--- src/rtl/req_encoder.sv ---
// Registered priority encoder: captures request lines into a pending register and
// presents the lowest-numbered pending line as a binary index under VALID/ACK.
module req_encoder #(
    parameter int WIDTH = 3
) (
    input  logic                  clk,
    input  logic                  reset,
    input  logic                  EN,
    input  logic [(1<<WIDTH)-1:0] REQ,
    input  logic                  ACK,
    output logic [WIDTH-1:0]      Y,
    output logic                  VALID,
    output logic [(1<<WIDTH)-1:0] PEND
);

    localparam int N = 1 << WIDTH;

    typedef enum logic {IDLE, SERVE} state_t;

    state_t             state_reg, state_next;
    logic [N-1:0]       pend_reg, pend_next;
    logic [WIDTH-1:0]   y_reg, y_next;
    logic               fire;
    logic [N-1:0]       clr;
    logic [N-1:0]       sel;
    logic               sel_any;
    logic [WIDTH-1:0]   enc;

    assign fire = (state_reg == SERVE) && ACK;

    // Decode the presented index so the served bit can be removed on handshake.
    genvar gi;
    generate
        for (gi = 0; gi < N; gi++) begin : g_clr
            assign clr[gi] = fire && (y_reg == WIDTH'(gi));
        end
    endgenerate

    // The acked bit is excluded here so it cannot be granted twice.
    assign sel       = pend_reg & ~clr;
    assign sel_any   = |sel;
    assign pend_next = sel | REQ;

    // Scan high to low so the lowest set bit is the one left standing.
    always_comb begin
        enc = '0;
        for (int i = N - 1; i >= 0; i--) begin
            if (sel[i]) begin
                enc = i[WIDTH-1:0];
            end
        end
    end

    always_comb begin
        state_next = state_reg;
        y_next     = y_reg;
        case (state_reg)
            IDLE: begin
                if (EN && sel_any) begin
                    state_next = SERVE;
                    y_next     = enc;
                end
            end
            SERVE: begin
                if (ACK) begin
                    if (EN && sel_any) begin
                        state_next = SERVE;
                        y_next     = enc;
                    end else begin
                        state_next = IDLE;
                    end
                end
            end
            default: state_next = IDLE;
        endcase
    end

    always_ff @(posedge clk) begin
        if (reset) begin
            state_reg <= IDLE;
            pend_reg  <= '0;
            y_reg     <= '0;
        end else begin
            state_reg <= state_next;
            pend_reg  <= pend_next;
            y_reg     <= y_next;
        end
    end

    assign Y     = y_reg;
    assign VALID = (state_reg == SERVE);
    assign PEND  = pend_reg;

endmodule

--- config.mk ---
export PLATFORM = sky130hd
export DESIGN_NAME = req_encoder
export DESIGN_NICKNAME = d
export VERILOG_FILES = /design/src/rtl/req_encoder.sv
export SDC_FILE = /design/constraint.sdc
export NUM_CORES = 1
export LEC_CHECK = 0
export CORE_MARGIN = 2
export CORE_UTILIZATION = 32
export DETAILED_ROUTE_END_ITERATION = 10
export PLACE_DENSITY = 0.59
export SYNTH_ARGS = -nofsm -noshare
export SYNTH_HDL_FRONTEND = slang
export SYNTH_SLANG_ARGS = --single-unit
--- constraint.sdc ---
create_clock -name clk -period 2.9 [get_ports clk]
set_clock_uncertainty 0.2 [all_clocks]
set_input_delay 0.725 -clock clk [delete_from_list [all_inputs] [get_ports clk]]
set_output_delay 0.725 -clock clk [all_outputs]
set_load 0.02 [all_outputs]
==> run summary <==
fin crit share -> 86.9%
synth top area cells -> dfxtp_1, nor2_1, a21oi_1
Antenna Violating Nets Remaining -> 0
CP required -> 2850 ps
delay of the slowest cell on the worst path -> 550 ps
Pleak -> 0.335 nW
max-slew violation count -> 0
Synth Area in Compound Gates -> 23.8%
vias per cell -> 4.93
Slew @ Worst Pin -> 480 ps
CP max-delay cell -> or4_4
Area Growth Syn to Fin -> 48.8%
Syn Std Cell Area -> 611 sq um
fmax -> 397 MHz
RSZ-0062 raised after global routing -> false
port bufs -> 23
status -> completed
Final min period -> 2520 ps
sw power -> 116 uW
Vias -> 621
Worst-Skew Late Latency -> 270 ps
sequential element share of the synthesized area -> 39.3%
min setup slack post-route -> 380 ps
PwrDens -> 442 nW/um^2
Worst Hold Class -> reg -> reg
vias in the first global route -> 562
Distinct cells, synth -> 30
PostCTS Resize Cnt -> 0
GRT met2 Usage -> 23.5%
CTS Hold Buffers Added -> 0
grt peak-use layer -> met2
Post-CTS Repair Setup Buffers -> 0
grt met3 use -> 7.17%
Synth warnings -> 0
share of layout cells above drive strength 1 -> 9.90%
DRC viols -> 0
GR Layer Usage met1 -> 19.4%
crit-path cells -> clkdlybuf4s50_1, nand3b_1, o21a_2, or4_4, o21a_1, mux2i_1
Die Footprint -> 2270 sq um
Inst Count DP -> 123
Yosys top cell by area -> dfxtp_1
Avg Cell Area, Syn -> 8.25 sq um
CP delay by family, top -> simple AND/OR/NAND/NOR gates
TritonCTS clock tree -> done
antenna fix cells -> 0
mux contribution to synthesized area -> 3.28%
Fill cells -> 198
drt initial violations -> 5
CTS root buf -> clkbuf_4
Sw Ratio -> 28.9%
post-route cell area -> 908 sq um
Async SR Flop Fraction -> 0%
post-synth top area share -> 39.3%
final wirelength -> 1.51 mm
minimum hold slack -> 330 ps
TritonCTS Buffers -> 3
xor/xnor share of the synthesized area -> 0%
total power -> 402 uW
Placement Setup Slack -> 98.6 ps
GRT overflow -> 0
clk slew on worst S/H paths -> 70 ps
# Max-Cap Violations -> 0
GRT Resource Usage Total -> 15.4%
relative slew slack -> 67.9%
drt first pass iters -> 4
Final GP Congestion -> 0.825
Placeable Area -> 1760 sq um
antenna violations before repair -> 0
fin nets -> 115
Clock H-tree levels -> 1
Gate power share -> 27.4%
DP Area -> 886 sq um
crit path kind -> in -> reg
crit-path max FO -> 4
syn_nets -> 86
cell row count -> 15
sequential power share -> 48.3%
largest net degree at the start of global routing -> 15
clock sink count -> 12
EDFF count, synth -> 0
Pint -> 286 uW
top_reg_cell synth -> dfxtp_1
Clk network pwr share -> 24.3%
die width -> 47.7 um
post-synthesis adder-cell area fraction -> 0%
io pins -> 24
synthesized flop and latch total -> 12
Final Util -> 51.5%
average routed wire per standard cell -> 12.0 um
main combinational cell family by area after synthesis -> simple AND/OR/NAND/NOR gates
Worst EP arrival -> 2470 ps
endpoints failing hold -> 0
die boundary height -> 47.7 um
Setup crit end kind -> register
post-DP HPWL -> 1.17 mm
Buf/Inv on CP -> 1
initial core utilization -> 34.6%
post-route non-filler standard cell count -> 126
TNS Setup -> 0 ps
CP Launch Type -> input port
maximum clock insertion buffer count -> 2
Simple-Gate Fraction of Synth Area -> 30.3%
Syn Inst Count -> 74
VDD IR-drop max -> 285 uV
Final setup viols -> 0
first-pass GRT wire length -> 2.40 mm
==> sequential cells by signal, indices dropped and copies added, names as in the netlist <==
signal,count
VALID,1
PEND,8
Y,3
==> power groups by stage <==
| stage | logic (mW) | clock network, mW | registers, mW |
|---|---|---|---|
| floorplan | 0.0463 | 0 | 0.207 |
| detailed placement | 0.111 | 0 | 0.197 |
| global route | 0.120 | 0.112 | 0.196 |
| global placement | 0.110 | 0 | 0.198 |
| finish | 0.110 | 0.0977 | 0.194 |
| CTS | 0.111 | 0.103 | 0.194 |
==> path summary, 6_finish.rpt <==
path	start	end	slack [ps]	cells past startpoint
max	ACK	Y[0]$_SDFFE_PP0P_	380	6
min	PEND[5]$_SDFF_PP0_	PEND[5]$_SDFF_PP0_	330	2
max reg2reg	Y[0]$_SDFFE_PP0P_	Y[0]$_SDFFE_PP0P_	750	5
min reg2reg	PEND[5]$_SDFF_PP0_	PEND[5]$_SDFF_PP0_	330	2
==> synthesized netlist by cell type (all sizes together), types with 2 or more instances <==
library cell  count
o21ai             2
o21a              4
nor3              3
nor2b             2
nand2b            2
inv               3
mux2i             2
nor2             15
dfxtp            12
a211oi            2
or2b              2
o31a              2
a21oi             5
o31ai             3
==> worst register-to-register path, delay by kind of cell, from the launching register on <==
family / cells / cell delay, ps
muxes: 1 / 120
DFF: 1 / 570
AOI/OAI and AO/OA: 2 / 460
and+or+nand+nor: 2 / 690
==> kinds of logic (layout without fill, tap and decap cells) <==
| group | after synthesis | in the layout |
|---|---|---|
| AOI/OAI and AO/OA | 21 | 21 |
| muxes | 2 | 2 |
| buffers and inverters | 5 | 32 |
| and+or+nand+nor | 34 | 34 |
| DFF | 12 | 12 |
==> per-layer routing <==
metal  routed length [um]  up-vias
met5                    0        -
li1                     -      330
met4                   15        0
met1                  736      271
met3                   94        2
met2                  660       18
==> placed cells by master (no fill, tap or decap), drive strengths merged, types with 2 or more instances in the layout <==
| cell type | Yosys | layout |
|---|---|---|
| nor2b | 2 | 2 |
| buf | 1 | 3 |
| o21a | 4 | 4 |
| o31a | 2 | 2 |
| clkdlybuf4s50 | 0 | 23 |
| a21oi | 5 | 5 |
| o21ai | 2 | 2 |
| a211oi | 2 | 2 |
| clkbuf | 1 | 3 |
| inv | 3 | 3 |
| nand2b | 2 | 2 |
| o31ai | 3 | 3 |
| nor2 | 15 | 15 |
| or2b | 2 | 2 |
| dfxtp | 12 | 12 |
| nor3 | 3 | 3 |
| mux2i | 2 | 2 |
==> cell type report <==
| type | instances | area (sq um) | share of cell area, % |
|---|---|---|---|
| Multi-Input combinational cell | 57 | 350 | 38.6 |
| Timing Repair Buffer | 26 | 253 | 27.8 |
| Inverter | 3 | 11.3 | 1.24 |
| Sequential cell | 12 | 240 | 26.4 |
| Tap cell | 25 | 31.3 | 3.44 |
| Clock buffer | 3 | 22.5 | 2.48 |
No activity file was read; power rests on OpenSTA's default activity.
